[src/rtl/dialog_text_ctrl.sv]
// Dialog box text sequencer: loads a glyph string, reveals it at a frame-paced rate,
// and maps each pixel to the glyph cell and font-sheet offset for the sprite renderer.
module dialog_text_ctrl #(
  parameter int COLS          = 18,
  parameter int LINES         = 2,
  parameter int REVEAL_FRAMES = 2
) (
  input  logic        pixel_clk_in,
  input  logic        rst_in,
  input  logic [10:0] hcount_in,
  input  logic [9:0]  vcount_in,
  input  logic        start_in,
  input  logic [10:0] box_x_in,
  input  logic [9:0]  box_y_in,
  input  logic        char_valid_in,
  input  logic [7:0]  char_in,
  output logic        char_ready_out,
  input  logic        advance_in,
  output logic [10:0] x_out,
  output logic [9:0]  y_out,
  output logic [9:0]  sprite_sel_x_out,
  output logic [8:0]  sprite_sel_y_out,
  output logic        active_out,
  output logic        busy_out,
  output logic        waiting_out
);

  localparam int MAX_CHARS = COLS * LINES;
  localparam int IDX_W     = (MAX_CHARS > 1) ? $clog2(MAX_CHARS) : 1;
  localparam int CNT_W     = $clog2(MAX_CHARS + 1);
  localparam int FD_W      = (REVEAL_FRAMES > 1) ? $clog2(REVEAL_FRAMES) : 1;

  localparam logic [CNT_W-1:0] MAX_CNT  = CNT_W'(MAX_CHARS);
  localparam logic [FD_W-1:0]  FD_LAST  = FD_W'(REVEAL_FRAMES - 1);
  localparam logic [10:0]      BOX_W_PX = 11'(COLS * 8);
  localparam logic [10:0]      BOX_H_PX = 11'(LINES * 16);

  typedef enum logic [1:0] {IDLE, LOAD, REVEAL, WAIT} state_t;

  state_t           state, state_nxt;
  logic [10:0]      box_x, box_x_nxt;
  logic [9:0]       box_y, box_y_nxt;
  logic [CNT_W-1:0] wr_idx, wr_idx_nxt;
  logic [CNT_W-1:0] len, len_nxt;
  logic [CNT_W-1:0] shown_cnt, shown_nxt;
  logic [FD_W-1:0]  frame_div, frame_div_nxt;
  logic             buf_we;
  logic             frame_tick;

  logic [7:0] text_buf [MAX_CHARS];

  assign frame_tick  = (hcount_in == 11'd0) && (vcount_in == 10'd0);
  assign busy_out    = (state != IDLE);
  assign waiting_out = (state == WAIT);

  always_comb begin
    state_nxt     = state;
    box_x_nxt     = box_x;
    box_y_nxt     = box_y;
    wr_idx_nxt    = wr_idx;
    len_nxt       = len;
    shown_nxt     = shown_cnt;
    frame_div_nxt = frame_div;
    buf_we        = 1'b0;
    case (state)
      IDLE: begin
        if (start_in) begin
          box_x_nxt     = box_x_in;
          box_y_nxt     = box_y_in;
          wr_idx_nxt    = '0;
          len_nxt       = '0;
          shown_nxt     = '0;
          frame_div_nxt = '0;
          state_nxt     = LOAD;
        end
      end
      LOAD: begin
        if (char_valid_in && char_ready_out) begin
          if (char_in == 8'd0) begin
            len_nxt   = wr_idx;
            state_nxt = REVEAL;
          end else begin
            buf_we     = 1'b1;
            wr_idx_nxt = wr_idx + 1'b1;
            // Last slot filled: close the string so no overflow write can follow.
            if (wr_idx == MAX_CNT - 1'b1) begin
              len_nxt   = MAX_CNT;
              state_nxt = REVEAL;
            end
          end
        end
      end
      REVEAL: begin
        if (advance_in) begin
          shown_nxt = len;
          state_nxt = WAIT;
        end else if (shown_cnt == len) begin
          state_nxt = WAIT;
        end else if (frame_tick) begin
          if (frame_div == FD_LAST) begin
            frame_div_nxt = '0;
            shown_nxt     = shown_cnt + 1'b1;
          end else begin
            frame_div_nxt = frame_div + 1'b1;
          end
        end
      end
      WAIT: begin
        if (advance_in) begin
          shown_nxt = '0;
          state_nxt = IDLE;
        end
      end
      default: state_nxt = IDLE;
    endcase
  end

  always_ff @(posedge pixel_clk_in) begin
    if (rst_in) begin
      state          <= IDLE;
      box_x          <= '0;
      box_y          <= '0;
      wr_idx         <= '0;
      len            <= '0;
      shown_cnt      <= '0;
      frame_div      <= '0;
      char_ready_out <= 1'b0;
    end else begin
      state          <= state_nxt;
      box_x          <= box_x_nxt;
      box_y          <= box_y_nxt;
      wr_idx         <= wr_idx_nxt;
      len            <= len_nxt;
      shown_cnt      <= shown_nxt;
      frame_div      <= frame_div_nxt;
      char_ready_out <= (state_nxt == LOAD);
    end
  end

  always_ff @(posedge pixel_clk_in) begin
    if (!rst_in && buf_we) begin
      text_buf[wr_idx[IDX_W-1:0]] <= char_in;
    end
  end

  // Pixel path: locate the glyph cell under the current pixel.
  logic [10:0] rel_x, rel_y;
  logic [10:0] cell_idx;
  logic        in_box, hit;
  logic [7:0]  code, glyph;
  logic [10:0] x_pix;
  logic [9:0]  y_pix;
  logic [9:0]  sel_x;
  logic [8:0]  sel_y;

  always_comb begin
    rel_x    = hcount_in - box_x;
    rel_y    = {1'b0, vcount_in} - {1'b0, box_y};
    in_box   = (hcount_in >= box_x) && (vcount_in >= box_y) &&
               (rel_x < BOX_W_PX) && (rel_y < BOX_H_PX) && !rel_y[3];
    cell_idx = 11'(rel_y[10:4]) * 11'(COLS) + 11'(rel_x[10:3]);
    hit      = in_box && (cell_idx < 11'(shown_cnt));
    code     = hit ? text_buf[cell_idx[IDX_W-1:0]] : 8'd0;
    glyph    = (code >= 8'd160) ? 8'd0 : code;
    sel_x    = 10'(glyph[3:0]) * 10'd9;
    sel_y    = 9'(glyph[7:4]) * 9'd9;
    x_pix    = box_x + {rel_x[10:3], 3'b000};
    y_pix    = box_y + {rel_y[9:4], 4'b0000};
  end

  always_ff @(posedge pixel_clk_in) begin
    if (rst_in) begin
      active_out       <= 1'b0;
      x_out            <= '0;
      y_out            <= '0;
      sprite_sel_x_out <= '0;
      sprite_sel_y_out <= '0;
    end else if (hit) begin
      active_out       <= 1'b1;
      x_out            <= x_pix;
      y_out            <= y_pix;
      sprite_sel_x_out <= sel_x;
      sprite_sel_y_out <= sel_y;
    end else begin
      active_out       <= 1'b0;
      x_out            <= box_x;
      y_out            <= box_y;
      sprite_sel_x_out <= '0;
      sprite_sel_y_out <= '0;
    end
  end

endmodule

[config.mk]
export PLATFORM = sky130hd
export DESIGN_NAME = dialog_text_ctrl
export DESIGN_NICKNAME = d
export VERILOG_FILES = /design/src/rtl/dialog_text_ctrl.sv
export SDC_FILE = /design/constraint.sdc
export NUM_CORES = 1
export LEC_CHECK = 0
export ABC_AREA = 1
export CORE_UTILIZATION = 35
export CTS_BUF_LIST = sky130_fd_sc_hd__clkbuf_8
export CTS_CLUSTER_SIZE = 14
export DETAILED_ROUTE_END_ITERATION = 10
export PLACE_DENSITY_LB_ADDON = 0.05
export SLEW_MARGIN = 25
export SYNTH_ARGS = -nofsm -noshare
export SYNTH_HDL_FRONTEND = slang
export SYNTH_SLANG_ARGS = --single-unit
export TNS_END_PERCENT = 50
[constraint.sdc]
create_clock -name pixel_clk_in -period 16.1 [get_ports pixel_clk_in]
set_clock_uncertainty 0.15 [all_clocks]
set_input_delay 1.61 -clock pixel_clk_in [delete_from_list [all_inputs] [get_ports pixel_clk_in]]
set_output_delay 1.61 -clock pixel_clk_in [all_outputs]
set_load 0.005 [all_outputs]
==> impl_table.tex, run 1 <==
\begin{tabular}{lr}
\hline
Metric & Value \\
\hline
\multicolumn{2}{l}{\textbf{Outcome}} \\
\quad Run status & complete, no violations \\
\multicolumn{2}{l}{\textbf{Final layout}} \\
\quad Fraction of layout instances using a drive strength above 1 & between 6 and 7\% \\
\quad Post-layout nets & slightly above 2,000 \\
\quad Relative area change from synthesis to final layout & 15.6\% \\
\quad Most frequent standard cell in the layout excluding fill and tap cells & sky130\_fd\_sc\_hd\_\_nand2\_1 \\
\quad Number of diodes added for antenna fixing & 0 \\
\quad Commonest cells after routing, fill and taps aside & sky130\_fd\_sc\_hd\_\_nand2\_1, sky130\_fd\_sc\_hd\_\_nand3\_1, sky130\_fd\_sc\_hd\_\_edfxtp\_1 \\
\multicolumn{2}{l}{\textbf{STA}} \\
\quad Final count of negative-setup-slack endpoints & 0 \\
\quad Number of endpoints with negative hold slack in the final report & 0 \\
\quad Normalized max-slew margin & between 30\% and 40\% \\
\quad Unrepaired setup endpoints after global routing & no \\
\quad Maximum operating frequency & about 0.13 GHz \\
\quad Measured slew at the worst slew-check pin & approximately 0.94 ns \\
\quad Aggregate negative setup slack & 0 ns \\
\quad Final Cycle Share & between 40\% and 50\% \\
\quad Min Tclk post-route & 7.64 ns \\
\quad Max Slew Vio Count & 0 \\
\multicolumn{2}{l}{\textbf{Critical path}} \\
\quad Most repeated library cell on the critical path & sky130\_fd\_sc\_hd\_\_ha\_1 \\
\quad R2R Path Start & box\_y[5]\$\_SDFFE\_PP0P\_ \\
\quad Data required, critical path & between 15 and 20 ns \\
\quad Library cell contributing the largest single delay on the critical path & sky130\_fd\_sc\_hd\_\_nand3\_2 \\
\quad Maximum fanout encountered on the critical timing path & 33 \\
\quad Reg-to-reg slack, setup & $\sim$9.4 ns \\
\quad R2r endpoint & sprite\_sel\_x\_out[5]\$\_SDFF\_PP0\_ \\
\quad Critical path launch point type & primary input \\
\quad R2R cell count & 32 \\
\quad Nature of the critical path endpoint & flop \\
\quad Type of the setup path with the least slack & primary input to flop \\
\quad Arrival time of data at the critical path endpoint & around 8 ns \\
\quad Largest stage delay on the critical path & $\sim$0.60 ns \\
\multicolumn{2}{l}{\textbf{Floorplanning}} \\
\quad Total Die Area & roughly 51,000 µm² \\
\quad Overall die height & roughly 230 µm \\
\quad Initial Util & $\sim$36\% \\
\quad IO Pins & between 90 and 100 \\
\quad DIE WIDTH & between 200 and 250 µm \\
\quad Core Region & just under 50,000 µm² \\
\quad Core Rows & around 80 \\
\multicolumn{2}{l}{\textbf{Power and ir drop}} \\
\quad Power per unit of standard cell area & around 160 nW/µm² \\
\quad Leakage power total & around 7.8 nW \\
\quad Clock power frac & between 20\% and 30\% \\
\quad Largest voltage drop on the vdd net & between 0.07 and 0.08 mV \\
\quad Share of power burned in registers & about a third \\
\quad Net switching component of the power & roughly 1.3 mW \\
\quad Final total power & 3.14 mW \\
\quad Part of the power in combinational logic & about two fifths \\
\quad Share of total power consumed by net switching & between 40\% and 50\% \\
\quad Total internal power & between 1.5 and 2 mW \\
\multicolumn{2}{l}{\textbf{Clocking}} \\
\quad Number of buffers created by CTS & 68 \\
\quad Clk pin slew, worst setup/hold paths & $\sim$0.060 ns \\
\quad Insertion delay of the later-clocked pin in the worst-skew pair & approximately 0.64 ns \\
\quad Post-cts hold buffer count & 0 \\
\quad CTS tree & built \\
\quad Max clock buf depth & 3 \\
\quad \# resized after CTS & 0 \\
\quad Number of clock sinks & 369 \\
\quad Clock Tree Root & sky130\_fd\_sc\_hd\_\_clkbuf\_8 \\
\quad H-tree levels & 3 \\
\quad Post-CTS Setup Bufs & 0 \\
\multicolumn{2}{l}{\textbf{GRT}} \\
\quad Number of global-route vias before repair & around 13,000 \\
\quad GR Layer Usage met3 & 3.89\% \\
\quad Remaining global-route overflow & 0 \\
\quad Highest-utilization routing layer at the global route stage & met2 \\
\quad Fraction of met2 tracks used by global routing & between 30 and 40\% \\
\quad Routing usage on met1 & between 20\% and 30\% \\
\quad Antenna violations before repair & 0 \\
\quad Maximum number of pins on one net before global-route repair & 66 \\
\quad Global-route wire length before repair & approximately 78 mm \\
\quad Overall Global Routing Usage & 20.5\% \\
\multicolumn{2}{l}{\textbf{Run}} \\
\quad Count of max-cap constraint violations & 0 \\
\multicolumn{2}{l}{\textbf{Placement}} \\
\quad Port Buffers & 95 \\
\quad Final HPWL DP & around 32 mm \\
\quad Global placer's final weighted congestion & 0.852 \\
\multicolumn{2}{l}{\textbf{Synth}} \\
\quad Count of flip-flops with a built-in enable after synthesis & 288 \\
\quad Proportion of synthesized chip area in sequential cells & between 50 and 60\% \\
\quad Top\_reg\_cell synth & sky130\_fd\_sc\_hd\_\_edfxtp\_1 \\
\quad Cells after synthesis & 1,783 \\
\quad Async S/R FF share, synth & 0\% \\
\quad Average cell area after synthesis & $\sim$10 µm² \\
\quad Register bit total from synthesis & 369 \\
\quad Combined area of all synthesized cells & roughly 17,000 µm² \\
\quad Ys Warns & 0 \\
\quad Yosys cell types & 56 \\
\multicolumn{2}{l}{\textbf{Hold path}} \\
\quad Worst hold path class & flop to flop \\
\quad Worst Hold End & frame\_div\$\_SDFFE\_PP0P\_ \\
\quad Start point of the worst hold path & frame\_div\$\_SDFFE\_PP0P\_ \\
\quad WHS Path Cells & 2 \\
\multicolumn{2}{l}{\textbf{Detailed routing}} \\
\quad Via count & 13,100 \\
\quad DRC violations left & 0 \\
\quad Detail-routed via count per cell & approximately 5 \\
\quad Antenna-violating nets left & 0 \\
\quad Total iterations of the first detailed-routing run & 5 \\
\quad WL/cell & between 15 and 20 µm \\
\quad Routed WL & around 51 mm \\
\quad Starting DRT DRC Count & 795 \\
\hline
\end{tabular}
-- logic make-up after synthesis --
family	count (synthesis)	synth area share (%)
flip-flops	369	58.8
other	1	0.0215
buffers and inverters	231	5.71
adder cells (fa/ha/maj)	69	5.11
AO/OA/AOI/OAI	175	5.68
AND/OR/NAND/NOR	918	23.5
XOR/XNOR	20	1.15
-- flip-flops by register name, summed over array words and instances, names as in the netlist --
register          flops
shown_cnt             6
sprite_sel_y_out      8
x_out                11
box_x                11
char_ready_out        1
text_buf            288
active_out            1
wr_idx                6
state                 2
frame_div             1
box_y                10
sprite_sel_x_out      8
len                   6
y_out                10
-- critical path, delay by kind of cell --
kind / cells / cell delay (ns)
buf+inv: 4 / 1.09
simple gates: 18 / 2.68
xor+xnor: 1 / 0.29
fa+ha+maj: 8 / 2.29
-- worst max-delay path by stage --
stage	startpoint	to	slack, ns	depth (start not counted)
2_1_floorplan	vcount_in[5]	sprite_sel_x_out[6]$_SDFF_PP0_	9.79	32
3_3_place_gp	vcount_in[5]	sprite_sel_x_out[6]$_SDFF_PP0_	7.95	33
3_5_place_dp	vcount_in[4]	sprite_sel_x_out[5]$_SDFF_PP0_	7.80	31
4_1_cts	vcount_in[4]	sprite_sel_x_out[5]$_SDFF_PP0_	8.46	31
5_1_grt	vcount_in[4]	sprite_sel_x_out[6]$_SDFF_PP0_	7.92	32
6_report	vcount_in[4]	sprite_sel_x_out[5]$_SDFF_PP0_	8.46	31
-- routing by layer --
metal / wire, µm / vias to the layer above
met5: 0 / -
met4: 1230 / 0
met3: 2280 / 86
met2: 24500 / 305
met1: 22800 / 6272
li1: - / 6401
-- Yosys cell counts, drive strengths merged, types with 3 or more instances --
cell    instances  area share, %
buf            48            1.8
dfxtp          81            9.3
clkbuf         25           0.54
nor4            7           0.25
nor3b           3           0.16
a31oi           3           0.11
nand3b         19           0.82
nor2          133            2.9
inv           156            3.4
fa              4           0.46
nand3         318            9.2
nor3           20           0.63
ha             65            4.7
a21oi          71            2.1
nand2         394            8.7
a211oi         13           0.59
o21ai          66            1.9
o221ai          7           0.35
edfxtp        288             49
or2             3           0.11
nand4          18           0.68
xor2           19            1.1
-- through the flow --
| step | cell area (µm²) | setup slack, ns | utilization, % | hold slack [ns] | cells |
|---|---|---|---|---|---|
| 4_1_cts | 20200 | 8.46 | 41.2 | 0.303 | 2605 |
| 6_report | 20200 | 8.46 | 41.2 | 0.301 | 2605 |
| 3_5_place_dp | 19000 | 7.80 | 38.8 | 0.293 | 2492 |
| 2_1_floorplan | 17500 | 9.79 | - | 0.274 | 1786 |
| 5_1_grt | 20200 | 7.92 | 41.2 | 0.342 | 2605 |
| 3_3_place_gp | 19000 | 7.95 | 38.8 | 0.286 | 2492 |
-- power by group through the flow --
stage / combinational [mW] / sequential [mW] / clock [mW]
after floorplan: 0.846 / 1.07 / 0
after global placement: 1.30 / 1.07 / 0
after detailed placement: 1.30 / 1.07 / 0
after CTS: 1.31 / 1.05 / 0.831
after global routing: 1.44 / 1.05 / 0.872
final: 1.29 / 1.05 / 0.800
-- area by class of cell --
class	instances	area [µm²]
multi-input cells	1186	6230
inverters	158	596
clock buffers	72	991
repair buffers	115	1100
flip-flops and latches	369	10300
well taps	664	831
clock inverters	41	184
fillers	4904	28900
(Power assumes the default switching activity.)
==> run 2, diff against run 1 <==
Clock period 16.1 ns to 7.9 ns, I/O delays scaled along.
==> run 2 against run 1 <==
Via count rose by 0.73%. Sequential share of layout area fell by 0.31 points. Critical path type unchanged. Sequential power rose by 100%. Clock power rose by 110%. Largest power group unchanged.
==> impl_table.tex, run 2 (synthesized netlist as in run 1, its figures left out) <==
\begin{tabular}{lr}
\hline
Metric & Value \\
\hline
\multicolumn{2}{l}{\textbf{Outcome}} \\
\quad Run status & complete, no violations \\
\multicolumn{2}{l}{\textbf{STA}} \\
\quad Maximum operating frequency & around 0.16 GHz \\
\quad Normalized max-slew margin & roughly 37\% \\
\quad Max Slew Vio Count & 0 \\
\quad Final Cycle Share & 78.9\% \\
\quad Number of endpoints with negative hold slack in the final report & 0 \\
\quad Min Tclk post-route & between 6 and 7 ns \\
\quad Final-layout worst hold slack & between 0.3 and 0.4 ns \\
\quad Measured slew at the worst slew-check pin & 0.938 ns \\
\quad Unrepaired setup endpoints after global routing & no \\
\quad Final count of negative-setup-slack endpoints & 0 \\
\quad Aggregate negative setup slack & 0 ns \\
\multicolumn{2}{l}{\textbf{Placement}} \\
\quad Placed cell count & roughly 2,500 \\
\quad Port Buffers & between 90 and 100 \\
\quad Final HPWL DP & between 30 and 40 mm \\
\quad Global placer's final weighted congestion & roughly 0.86 \\
\multicolumn{2}{l}{\textbf{Detailed routing}} \\
\quad Routed WL & approximately 50 mm \\
\quad Starting DRT DRC Count & a little over 900 \\
\quad Detail-routed via count per cell & 5.02 \\
\quad Total iterations of the first detailed-routing run & 6 \\
\quad Antenna-violating nets left & 0 \\
\quad Via count & around 13,000 \\
\quad DRC violations left & 0 \\
\quad WL/cell & 19.5 µm \\
\multicolumn{2}{l}{\textbf{Critical path}} \\
\quad R2r endpoint & sprite\_sel\_x\_out[6]\$\_SDFF\_PP0\_ \\
\quad Critical path launch point type & primary input \\
\quad Type of the setup path with the least slack & primary input to flop \\
\quad Nature of the critical path endpoint & flop \\
\quad R2R Path Start & box\_y[5]\$\_SDFFE\_PP0P\_ \\
\quad Largest stage delay on the critical path & roughly 0.43 ns \\
\quad Library cell contributing the largest single delay on the critical path & sky130\_fd\_sc\_hd\_\_clkdlybuf4s50\_1 \\
\quad R2R cell count & 33 \\
\quad Most repeated library cell on the critical path & sky130\_fd\_sc\_hd\_\_ha\_1 \\
\quad Maximum fanout encountered on the critical timing path & 9 \\
\quad Data required, critical path & roughly 8.3 ns \\
\quad Arrival time of data at the critical path endpoint & 6.60 ns \\
\quad Reg-to-reg slack, setup & approximately 1.7 ns \\
\multicolumn{2}{l}{\textbf{Final layout}} \\
\quad Multi-input gate area & between 6000 and 7000 µm² \\
\quad Post-layout nets & 2,026 \\
\quad Combined flip-flop and latch cell area & about 10,000 µm² \\
\quad Most frequent standard cell in the layout excluding fill and tap cells & sky130\_fd\_sc\_hd\_\_nand2\_1 \\
\quad Max FFs per register & about 290 \\
\quad Commonest cells after routing, fill and taps aside & sky130\_fd\_sc\_hd\_\_nand2\_1, sky130\_fd\_sc\_hd\_\_nand3\_1, sky130\_fd\_sc\_hd\_\_edfxtp\_1 \\
\quad Fill count & slightly below 5,000 \\
\quad Relative area change from synthesis to final layout & 16.3\% \\
\quad Utilization after layout & 41.4\% \\
\quad Fraction of layout instances using a drive strength above 1 & $\sim$7.4\% \\
\quad Final standard cell count with taps included and fillers excluded & roughly 2,600 \\
\multicolumn{2}{l}{\textbf{Power and ir drop}} \\
\quad Power per unit of standard cell area & about 320 nW/µm² \\
\quad Largest voltage drop on the vdd net & about 0.16 mV \\
\quad Leakage power total & between 7 and 8 nW \\
\multicolumn{2}{l}{\textbf{Floorplanning}} \\
\quad Initial Util & a little over a third \\
\quad DIE WIDTH & about 230 µm \\
\quad IO Pins & 99 \\
\quad Total Die Area & around 50,000 µm² \\
\quad Core Rows & 81 \\
\quad Core Region & about 49,000 µm² \\
\quad Overall die height & approximately 230 µm \\
\multicolumn{2}{l}{\textbf{Hold path}} \\
\quad Worst Hold End & frame\_div\$\_SDFFE\_PP0P\_ \\
\quad Start point of the worst hold path & frame\_div\$\_SDFFE\_PP0P\_ \\
\quad Worst hold path class & flop to flop \\
\quad WHS Path Cells & 2 \\
\multicolumn{2}{l}{\textbf{Clocking}} \\
\quad Number of buffers created by CTS & just under 70 \\
\quad Post-CTS Setup Bufs & 0 \\
\quad Max clock buf depth & 3 \\
\quad Clock Tree Root & sky130\_fd\_sc\_hd\_\_clkbuf\_8 \\
\quad CTS tree & built \\
\quad \# resized after CTS & 0 \\
\quad Number of clock sinks & between 300 and 400 \\
\quad Post-cts hold buffer count & 0 \\
\quad H-tree levels & 3 \\
\quad Clk pin slew, worst setup/hold paths & $\sim$0.060 ns \\
\quad Insertion delay of the later-clocked pin in the worst-skew pair & around 0.65 ns \\
\multicolumn{2}{l}{\textbf{GRT}} \\
\quad Antenna violations before repair & 1 \\
\quad Remaining global-route overflow & 0 \\
\quad Overall Global Routing Usage & between 20\% and 30\% \\
\quad Global-route wire length before repair & between 70 and 80 mm \\
\quad Number of global-route vias before repair & 12,900 \\
\quad Maximum number of pins on one net before global-route repair & 146 \\
\multicolumn{2}{l}{\textbf{Run}} \\
\quad Count of max-cap constraint violations & 0 \\
\hline
\end{tabular}
-- run 2: worst max path at each step --
stage                                      from                             end  slack (ns)  cells past startpoint
final                              vcount_in[5]  sprite_sel_x_out[6]$_SDFF_PP0_        1.67                     33
after global routing      box_y[5]$_SDFFE_PP0P_  sprite_sel_x_out[6]$_SDFF_PP0_        1.22                     33
after CTS                 box_y[5]$_SDFFE_PP0P_  sprite_sel_x_out[5]$_SDFF_PP0_        1.65                     32
after detailed placement           vcount_in[5]  sprite_sel_x_out[5]$_SDFF_PP0_         1.0                     32
after global placement             vcount_in[5]  sprite_sel_x_out[6]$_SDFF_PP0_        1.08                     34
after floorplan                    vcount_in[5]  sprite_sel_x_out[6]$_SDFF_PP0_        2.41                     32
-- run 2: final cells by class --
class	count	area share, %
diodes	1	0.0123
clock buffers	75	5.08
clock inverters	50	1.13
inverters	158	2.93
multi-input cells	1186	30.6
flip-flops and latches	369	50.5
well taps	664	4.09
repair buffers	118	5.57
-- run 2: routing by layer --
layer  global-route usage (%)  vias up  wire, µm  part of all wire (%)
met5                        0        -         0                     0
met4                     7.40        0      1560                   3.1
met3                     4.32      109      2410                   4.7
met2                     34.0      312     24500                    48
met1                     26.7     6317     22600                    44
li1                         -     6422         -                     -
-- run 2: power breakdown --
group	total [mW]	leakage (nW)	switching [mW]	internal (mW)
Clock	1.72	0.741	0.840	0.881
Combinational	2.64	3.89	1.85	0.785
Sequential	2.14	3.25	0.0200	2.12
Total	6.50	7.88	2.71	3.79
-- run 2: critical path: cells and delay by family --
family / cells / cell delay, ns
adders and majority gates: 8 / 2.18
and+or+nand+nor: 17 / 1.81
buffers and inverters: 6 / 1.20
xor gates and xnor gates: 1 / 0.34
AOI/OAI and AO/OA: 1 / 0.28
-- run 2: stage by stage --
step	cell area [µm²]	setup slack (ns)	power, mW
global route	20300	1.22	6.93
global placement	19100	1.08	4.83
CTS	20300	1.65	6.59
finish	20300	1.67	6.50
detailed placement	19100	0.997	4.84
floorplan	17500	2.41	3.90
